File: src/rtl/oam_dma_ctrl_if.sv
// ----------------------------------------------------------------------------
// oam_dma_ctrl_if
// Bus bundle for the sprite DMA engine. It groups the CPU-side register write,
// the CPU memory-map read port, the PPU register write port and the busy flag.
//
// Signals
//   cpu_addr     [15:0] CPU bus address
//   cpu_we              CPU write strobe
//   cpu_wdata    [7:0]  CPU write data (source page on a trigger write)
//   cpu_halt            1 = CPU must stall, DMA owns the bus
//   dma_addr     [15:0] read address into CPU memory space
//   dma_rd              read strobe to CPU memory map
//   dma_rdata    [7:0]  read data, valid the cycle after dma_rd
//   ppu_cs_n            PPU register chip select, active low
//   ppu_reg_addr [2:0]  PPU register index
//   ppu_we              PPU register write enable
//   ppu_wdata    [7:0]  PPU register write data
//   busy                transfer in progress
//
// Modports
//   master : the DMA controller
//   slave  : the surrounding system (CPU, memory map, PPU register block)
// ----------------------------------------------------------------------------
interface oam_dma_ctrl_if;
   logic [15:0] cpu_addr;
   logic        cpu_we;
   logic [7:0]  cpu_wdata;
   logic        cpu_halt;
   logic [15:0] dma_addr;
   logic        dma_rd;
   logic [7:0]  dma_rdata;
   logic        ppu_cs_n;
   logic [2:0]  ppu_reg_addr;
   logic        ppu_we;
   logic [7:0]  ppu_wdata;
   logic        busy;

   modport master (
      input  cpu_addr, cpu_we, cpu_wdata, dma_rdata,
      output cpu_halt, dma_addr, dma_rd, ppu_cs_n, ppu_reg_addr, ppu_we,
             ppu_wdata, busy
   );

   modport slave (
      output cpu_addr, cpu_we, cpu_wdata, dma_rdata,
      input  cpu_halt, dma_addr, dma_rd, ppu_cs_n, ppu_reg_addr, ppu_we,
             ppu_wdata, busy
   );
endinterface

File: src/rtl/oam_dma_ctrl.sv
// ----------------------------------------------------------------------------
// oam_dma_ctrl
// Sprite DMA engine behind CPU register $4014. A CPU write of page P copies
// CPU addresses {P,00}..{P,FF} into OAM, one byte per read/write cycle pair,
// each byte delivered as an OAMDATA write to the PPU register block. The CPU
// is held off through cpu_halt for the whole transfer.
//
// Ports
//   clk    in  system clock, one CPU cycle per clock
//   reset  in  asynchronous, active-high
//   bus    oam_dma_ctrl_if.master (CPU write, memory read, PPU write, busy)
// ----------------------------------------------------------------------------
module oam_dma_ctrl #(
   parameter logic [15:0] DMA_REG_ADDR = 16'h4014,
   parameter logic [2:0]  OAMDATA_IDX  = 3'd4,
   parameter int          XFER_LEN     = 256
) (
   input  logic           clk,
   input  logic           reset,
   oam_dma_ctrl_if.master bus
);

   localparam int IDX_W = $clog2(XFER_LEN);
   localparam logic [IDX_W-1:0] IDX_LAST = IDX_W'(XFER_LEN - 1);

   typedef enum logic [2:0] {
      IDLE,
      HALT,
      DUMMY,
      ALIGN,
      READ,
      WRITE
   } state_t;

   state_t           state_reg;
   logic [IDX_W-1:0] idx_reg;
   logic [7:0]       page_reg;
   logic             par_reg;

   logic             halt_reg;
   logic             rd_reg;
   logic [15:0]      addr_reg;
   logic             cs_n_reg;
   logic             we_reg;
   logic             busy_reg;

   logic             trigger;
   logic [IDX_W-1:0] idx_inc;

   assign trigger = bus.cpu_we && (bus.cpu_addr == DMA_REG_ADDR);
   assign idx_inc = idx_reg + IDX_W'(1);

   // Outputs are registered alongside the state: each transition loads the
   // output values that belong to the state being entered.
   always_ff @(posedge clk or posedge reset) begin
      if (reset) begin
         state_reg <= IDLE;
         idx_reg   <= '0;
         page_reg  <= '0;
         par_reg   <= 1'b0;
         halt_reg  <= 1'b0;
         rd_reg    <= 1'b0;
         addr_reg  <= '0;
         cs_n_reg  <= 1'b1;
         we_reg    <= 1'b0;
         busy_reg  <= 1'b0;
      end else begin
         par_reg  <= ~par_reg;
         rd_reg   <= 1'b0;
         addr_reg <= '0;
         cs_n_reg <= 1'b1;
         we_reg   <= 1'b0;

         case (state_reg)
            IDLE: begin
               if (trigger) begin
                  page_reg  <= bus.cpu_wdata;
                  idx_reg   <= '0;
                  state_reg <= HALT;
                  halt_reg  <= 1'b1;
                  busy_reg  <= 1'b1;
               end
            end

            HALT: state_reg <= DUMMY;

            // par_reg is the current cycle's parity; the following cycle is
            // even (a read slot) exactly when the current one is odd.
            DUMMY: begin
               if (par_reg) begin
                  state_reg <= READ;
                  rd_reg    <= 1'b1;
                  addr_reg  <= {page_reg, 8'(idx_reg)};
               end else begin
                  state_reg <= ALIGN;
               end
            end

            ALIGN: begin
               state_reg <= READ;
               rd_reg    <= 1'b1;
               addr_reg  <= {page_reg, 8'(idx_reg)};
            end

            READ: begin
               state_reg <= WRITE;
               cs_n_reg  <= 1'b0;
               we_reg    <= 1'b1;
            end

            WRITE: begin
               idx_reg <= idx_inc;
               if (idx_reg == IDX_LAST) begin
                  state_reg <= IDLE;
                  halt_reg  <= 1'b0;
                  busy_reg  <= 1'b0;
               end else begin
                  state_reg <= READ;
                  rd_reg    <= 1'b1;
                  addr_reg  <= {page_reg, 8'(idx_inc)};
               end
            end

            default: begin
               state_reg <= IDLE;
               halt_reg  <= 1'b0;
               busy_reg  <= 1'b0;
            end
         endcase
      end
   end

   assign bus.cpu_halt     = halt_reg;
   assign bus.dma_rd       = rd_reg;
   assign bus.dma_addr     = addr_reg;
   assign bus.ppu_cs_n     = cs_n_reg;
   assign bus.ppu_we       = we_reg;
   assign bus.busy         = busy_reg;
   assign bus.ppu_reg_addr = OAMDATA_IDX;

   // The synchronous RAM returns the byte during the WRITE cycle itself, so
   // the data is forwarded straight through; it is gated by the registered
   // write enable so the bus reads zero whenever no write is in progress.
   assign bus.ppu_wdata = we_reg ? bus.dma_rdata : 8'h00;

endmodule

File: src/flat_wrapper.sv
// flat-port wrapper written by rule: the top's interface ports become plain ports
module oam_dma_ctrl_flat 
#(
   parameter logic [15:0] DMA_REG_ADDR = 16'h4014,
   parameter logic [2:0]  OAMDATA_IDX  = 3'd4,
   parameter int          XFER_LEN     = 256
)
  (clk, reset, bus_cpu_addr, bus_cpu_we, bus_cpu_wdata, bus_dma_rdata, bus_cpu_halt, bus_dma_addr, bus_dma_rd, bus_ppu_cs_n, bus_ppu_reg_addr, bus_ppu_we, bus_ppu_wdata, bus_busy);
  oam_dma_ctrl_if bus_i ();
  input  logic clk;
  input  logic reset;
  input wire logic [$bits(bus_i.cpu_addr)-1:0] bus_cpu_addr;
  input wire logic [$bits(bus_i.cpu_we)-1:0] bus_cpu_we;
  input wire logic [$bits(bus_i.cpu_wdata)-1:0] bus_cpu_wdata;
  input wire logic [$bits(bus_i.dma_rdata)-1:0] bus_dma_rdata;
  output wire logic [$bits(bus_i.cpu_halt)-1:0] bus_cpu_halt;
  output wire logic [$bits(bus_i.dma_addr)-1:0] bus_dma_addr;
  output wire logic [$bits(bus_i.dma_rd)-1:0] bus_dma_rd;
  output wire logic [$bits(bus_i.ppu_cs_n)-1:0] bus_ppu_cs_n;
  output wire logic [$bits(bus_i.ppu_reg_addr)-1:0] bus_ppu_reg_addr;
  output wire logic [$bits(bus_i.ppu_we)-1:0] bus_ppu_we;
  output wire logic [$bits(bus_i.ppu_wdata)-1:0] bus_ppu_wdata;
  output wire logic [$bits(bus_i.busy)-1:0] bus_busy;
  assign bus_i.cpu_addr = bus_cpu_addr;
  assign bus_i.cpu_we = bus_cpu_we;
  assign bus_i.cpu_wdata = bus_cpu_wdata;
  assign bus_i.dma_rdata = bus_dma_rdata;
  assign bus_cpu_halt = bus_i.cpu_halt;
  assign bus_dma_addr = bus_i.dma_addr;
  assign bus_dma_rd = bus_i.dma_rd;
  assign bus_ppu_cs_n = bus_i.ppu_cs_n;
  assign bus_ppu_reg_addr = bus_i.ppu_reg_addr;
  assign bus_ppu_we = bus_i.ppu_we;
  assign bus_ppu_wdata = bus_i.ppu_wdata;
  assign bus_busy = bus_i.busy;
  oam_dma_ctrl #(.DMA_REG_ADDR(DMA_REG_ADDR), .OAMDATA_IDX(OAMDATA_IDX), .XFER_LEN(XFER_LEN)) u_core (.clk(clk), .reset(reset), .bus(bus_i));
endmodule
File: config.mk
export PLATFORM = sky130hd
export DESIGN_NAME = oam_dma_ctrl_flat
export DESIGN_NICKNAME = d
export VERILOG_FILES = /design/src/rtl/oam_dma_ctrl_if.sv /design/src/rtl/oam_dma_ctrl.sv /design/src/flat_wrapper.sv
export SDC_FILE = /design/constraint.sdc
export NUM_CORES = 1
export LEC_CHECK = 0
export BUFFER_PORTS_ARGS = -buffer_cell sky130_fd_sc_hd__buf_2
export CAP_MARGIN = 10
export CORE_UTILIZATION = 45
export DETAILED_ROUTE_END_ITERATION = 12
export GPL_TIMING_DRIVEN = 0
export PLACE_DENSITY_LB_ADDON = 0.12
export SYNTH_ARGS = -nofsm -noshare
export SYNTH_HDL_FRONTEND = slang
export SYNTH_SLANG_ARGS = --single-unit
export TNS_END_PERCENT = 100
File: constraint.sdc
create_clock -name clk -period 2.57 [get_ports clk]
set_clock_uncertainty 0.2 [all_clocks]
set_input_delay 0.257 -clock clk [delete_from_list [all_inputs] [get_ports clk]]
set_output_delay 0.257 -clock clk [all_outputs]
set_load 0.05 [all_outputs]
### After elaboration in Yosys (flattened, before gate mapping)

Cells that the tools add are included.

| word-level totals | value |
|---|---|
| memories kept | 0 |
| word-level logic and storage cells | 46 |
| bits in latches | 0 |
| memory bits (writable) | 0 |
| register bits | 40 |
| bits in read-only memories | 0 |
| input port bits | 35 |

| operators by class | value |
|---|---|
| div/mod/pow operators | 0 |
| bitwise logic cells | 2 |
| add/subtract/negate cells | 1 |
| multiply operators | 0 |
| equality and inequality tests | 9 |
| shift operators | 0 |
| $lt $le $gt $ge | 0 |
| muxes and demuxes | 18 |
| reductions and logical operators | 7 |

Operators by type and width:

| cell | number |
|---|---|
| $pmux 16 s3 | 1 |
| $mux 16 | 2 |
| $pmux 3 s6 | 1 |
| $eq 16x15->1 const B | 1 |
| $mux 8 | 2 |
| $pmux 8 s2 | 1 |
| $mux 3 | 3 |
| $add 8x1->8 const B | 1 |
| $eq 8x8->1 const B | 1 |
| $eq 3x2->1 const B | 2 |
| $eq 3x3->1 const B | 2 |
| $mux 1 | 6 |
| $pmux 1 s3 | 2 |
| $ne 2x1->1 const B | 2 |
| $reduce_and 2->1 | 2 |
| $reduce_or 4->1 | 1 |
| $eq 3x1->1 const B | 1 |
| $logic_not 3->1 | 1 |
| $reduce_and 3->1 | 1 |
| $not 1->1 | 2 |
| $reduce_bool 2->1 | 1 |
| $logic_and 1x1->1 | 1 |

### Longest topological paths before layout

| depth | value |
|---|---|
| depth after elaboration | 4 |
| gate-level depth with buffers | 7 |

### Worst setup path after synthesis

OpenSTA, ideal clock, no wires.

| timing path | value |
|---|---|
| path type | reg2reg |
| start | register u_core.state_reg[1] |
| end | register u_core.page_reg[1] |
| library setup time | 0.125 ns |
| arrival time | 1.566 ns |
| path slack | 0.679 ns |
| required time | 2.245 ns |
| cell stages (with the launch flop) | 6 |
| cells stage by stage | dfrtp_1 nor4b_1 nand2_1 nor3_4 buf_6 mux2_4 |

| between the ends | value |
|---|---|
| longest elaborated chain between the ends | 2 |

Ends and longest elaborated chain:

| what | line | text |
|---|---|---|
| start, declared | oam_dma_ctrl.sv:35 | `state_t state_reg;` |
| start signal, assigned | oam_dma_ctrl.sv:57 | `state_reg <= IDLE;` |
| start signal, assigned | oam_dma_ctrl.sv:79 | `state_reg <= HALT;` |
| start signal, assigned | oam_dma_ctrl.sv:85 | `HALT: state_reg <= DUMMY;` |
| $logic_not 3->1 | oam_dma_ctrl.sv:74 | `case (state_reg)` |
| $reduce_and 2->1 (no source line) | -- |  |
| end signal, assigned | oam_dma_ctrl.sv:77 | `page_reg <= bus.cpu_wdata;` |
| end, declared | oam_dma_ctrl.sv:37 | `logic [7:0] page_reg;` |

Every way passes these cells.
A chain may end at the register's enable or synchronous reset.

### Worst setup path in the final report

| timing path | value |
|---|---|
| start | register u_core.idx_reg[0] |
| end | register u_core.addr_reg[10], in the netlist u_core.bus.dma_addr[10] |

| between the ends | value |
|---|---|
| longest elaborated chain between the ends | 3 |

Ends and longest elaborated chain:

| what | line | text |
|---|---|---|
| start, declared | oam_dma_ctrl.sv:36 | `logic [IDX_W-1:0] idx_reg;` |
| start signal, assigned | oam_dma_ctrl.sv:112 | `idx_reg <= idx_inc;` |
| $eq 8x8->1 | oam_dma_ctrl.sv:113 | `if (idx_reg == IDX_LAST) begin` |
| $mux 16 | oam_dma_ctrl.sv:113 |  |
| $pmux 16 s3 | oam_dma_ctrl.sv:74 |  |
| end signal, assigned | oam_dma_ctrl.sv:93 | `addr_reg <= {page_reg, 8'(idx_reg)};` |
| end signal, assigned | oam_dma_ctrl.sv:102 | `addr_reg <= {page_reg, 8'(idx_reg)};` |
| end signal, assigned | oam_dma_ctrl.sv:120 | `addr_reg <= {page_reg, 8'(idx_inc)};` |
| end, declared | oam_dma_ctrl.sv:42 | `logic [15:0] addr_reg;` |

Every way passes these cells.

==> flow_summary.json <==
{
  "synth_cell_types": 38,
  "cp_max_fo": 9,
  "timing.rr.start": "u_core.idx_reg[0]",
  "holdCritPathClass": "in -> reg",
  "synth.cell_area_sq_um": 1770,
  "setup_tns_ns": 0,
  "netlist_instances": 162,
  "synth-seq-cells": 40,
  "grt_max_degree": 41,
  "postCtsSetupBuffers": 0,
  "hold_viol": 0,
  "cts_tree": "built",
  "status": "complete, no violations",
  "port_buffers": 63,
  "synthTopCellsByCount": "dfrtp_1, nand2_1, and2_1",
  "synth_seq_area_share": 0.566,
  "wl_per_cell_um": 12.0,
  "largest_reg_flops": 16,
  "synth_top_area_cell": "dfrtp_1",
  "timing.final.crit_share": 0.830,
  "synth_top_area_share": 0.551,
  "start_kind": "flop",
  "htree_levels": 2,
  "crit_arrival_ns": 2.17,
  "ys_dominant_reg_cell": "dfrtp_1",
  "hp-start": "bus_cpu_addr[0]",
  "firstDrtPassIters": 4,
  "layout.cells.non_filler": 291,
  "max_cap_violations": 0,
  "die-height_um": 64.7,
  "clockRootBuffer": "clkbuf_8",
  "via_per_inst": 4.96,
  "n_fill_cell": 316,
  "place_ws_ns": 0.436,
  "cp.required_ns": 2.60,
  "r2r_end": "u_core.bus.dma_addr[10]",
  "synth_edf_count": 0,
  "cts_made_buffers": 5,
  "antenna_cells": 0,
  "final_util": 0.628,
  "max_freq_mhz": 469,
  "reg2reg_depth": 7,
  "worstMarginPinSlew_ns": 0.789,
  "finalMaxSlewViolations": 0,
  "cts_buffer_depth": 2,
  "end_kind": "flop",
  "grt_use_total": 0.176,
  "dp_hpwl_um": 2410,
  "synth_area_leaders": "dfrtp_1, and2_1, mux2_2",
  "grt_pass1_vias": 1239,
  "rsz0062_at_grt": "no",
  "criticalPathCategory": "reg -> reg",
  "layout-drive-gt1-share": 0.374,
  "ant_nets": 0,
  "leakage_nw": 1.24,
  "synth_most_common_cell": "dfrtp_1",
  "antenna_found_initial": 0,
  "min_period_ns": 2.13,
  "dr_total_vias": 1443,
  "power_density_nw_per_um2": 918,
  "vdd_drop_max_uv": 462,
  "crit_path_end": "u_core.bus.dma_addr[10]",
  "core_sq_um": 3720,
  "clkTransAtPathRegs_ns": 0.07,
  "hold_ws_ns": 0.112,
  "numPlacedInstances": 274,
  "grt_pass1_wl_um": 5400,
  "cp-startpoint": "u_core.idx_reg[0]",
  "insertion_delay_ns": 0.29,
  "ios": 67,
  "worst_slack_ns": 0.436,
  "nets": 278,
  "setup_viol_count_final": 0,
  "area_growth_syn_to_layout_pct": 31.8,
  "die_x_um": 64.7,
  "synthArstFlopShare": 1.00,
  "syn-mean-instance-area_sq_um": 10.9,
  "totalWireLength_um": 3480,
  "start_util": 0.477,
  "routabilityCongestion": 0.775,
  "maxSlewHeadroom": 0.473,
  "die-area_sq_um": 4190,
  "rows": 22,
  "r2r_setup_slack_ns": 0.44,
  "overflow": 0,
  "cts_sinks": 40,
  "ys_warn_count": 0,
  "dr.first_iter.drc_count": 54,
  "drcViolationCount": 0
}
[logic make-up after synthesis]
| group | count (synthesis) | share of synthesized area |
|---|---|---|
| compound gates | 23 | 0.0812 |
| simple gates | 72 | 0.232 |
| other cells | 2 | 0.00424 |
| flops | 40 | 0.566 |
| xor+xnor | 2 | 0.00989 |
| buf+inv | 13 | 0.0417 |
| mux | 9 | 0.0586 |
| fa+ha+maj | 1 | 0.00706 |
[cells in the final DEF (no fill, tap or decap), types with 2 or more instances in the layout]
cell,synthesis,layout
xnor2_1,2,2
conb_1,2,3
clkbuf_8,0,6
and2_1,18,18
nand2b_1,3,3
buf_2,2,65
nor4b_1,2,2
nor2_1,8,8
buf_4,4,4
mux2_2,7,7
nand3_1,5,5
dfrtp_1,39,39
clkbuf_1,1,2
nand4_1,2,2
a21oi_1,2,2
o21ai_0,11,11
dlygate4sd3_1,0,9
nand2_1,20,20
o22ai_1,2,2
nand3b_1,3,3
inv_1,5,4
o211ai_1,3,3
or3_1,3,3
nor4b_2,2,2
[layout make-up]
cell class | instances | area [sq um] | share of cell area
Inverter | 5 | 18.8 | 0.00804
Multi-Input combinational cell | 110 | 699 | 0.300
Sequential cell | 40 | 1000 | 0.429
Clock inverter | 1 | 7.51 | 0.00322
Buffer | 8 | 55.1 | 0.0236
Timing Repair Buffer | 72 | 405 | 0.174
Clock buffer | 7 | 86.3 | 0.0370
Tap cell | 48 | 60.1 | 0.0257
[critical path, cell delays in order, from the launching register on]
cell     delay, ns
dfrtp_1       0.43
ha_1          0.24
and3_1        0.18
buf_2         0.14
a41oi_1       0.39
or2_1         0.16
buf_2         0.18
and2_1        0.15
[worst min path at each step]
stage	endpoint	depth (start not counted)	slack [ns]
floorplan	u_core.page_reg[1]	1	0.21
global placement	u_core.par_reg	1	0.23
detailed placement	u_core.par_reg	1	0.24
CTS	u_core.state_reg[0]	4	0.11
global route	u_core.state_reg[0]	4	0.14
finish	u_core.state_reg[0]	4	0.11
[timing repair]
action | 4_1_cts | 5_1_grt
endpoints found under the hold margin | 47 | 0
hold buffers | 9 | 0
gates resized for setup | 0 | 0
[report_power, final]
| group | internal [W] | leakage (nW) | switching (W) | total [W] |
|---|---|---|---|---|
| combinational | 0.000263 | 0.666 | 0.000541 | 0.000804 |
| sequential | 0.000764 | 0.525 | 0.000147 | 0.000911 |
| clock | 0.000218 | 0.0445 | 0.000210 | 0.000428 |
[through the flow]
step           total power [W]  instance area [sq um]
2_1_floorplan          0.00151                   1780
3_3_place_gp           0.00169                   2150
3_5_place_dp           0.00172                   2150
4_1_cts                0.00216                   2330
5_1_grt                0.00226                   2330
6_report               0.00214                   2330
[layer usage]
metal  vias up  part of all wire  routed length [um]  global-route usage
met3         7             0.095                 330              0.0651
met4         0             0.016                  56              0.0694
met2        67              0.46                1590               0.288
met1       669              0.43                1500               0.208
met5         -                 0                   0                   0
li1        700                 -                   -                   -
Power figures use the tool's default switching activity.
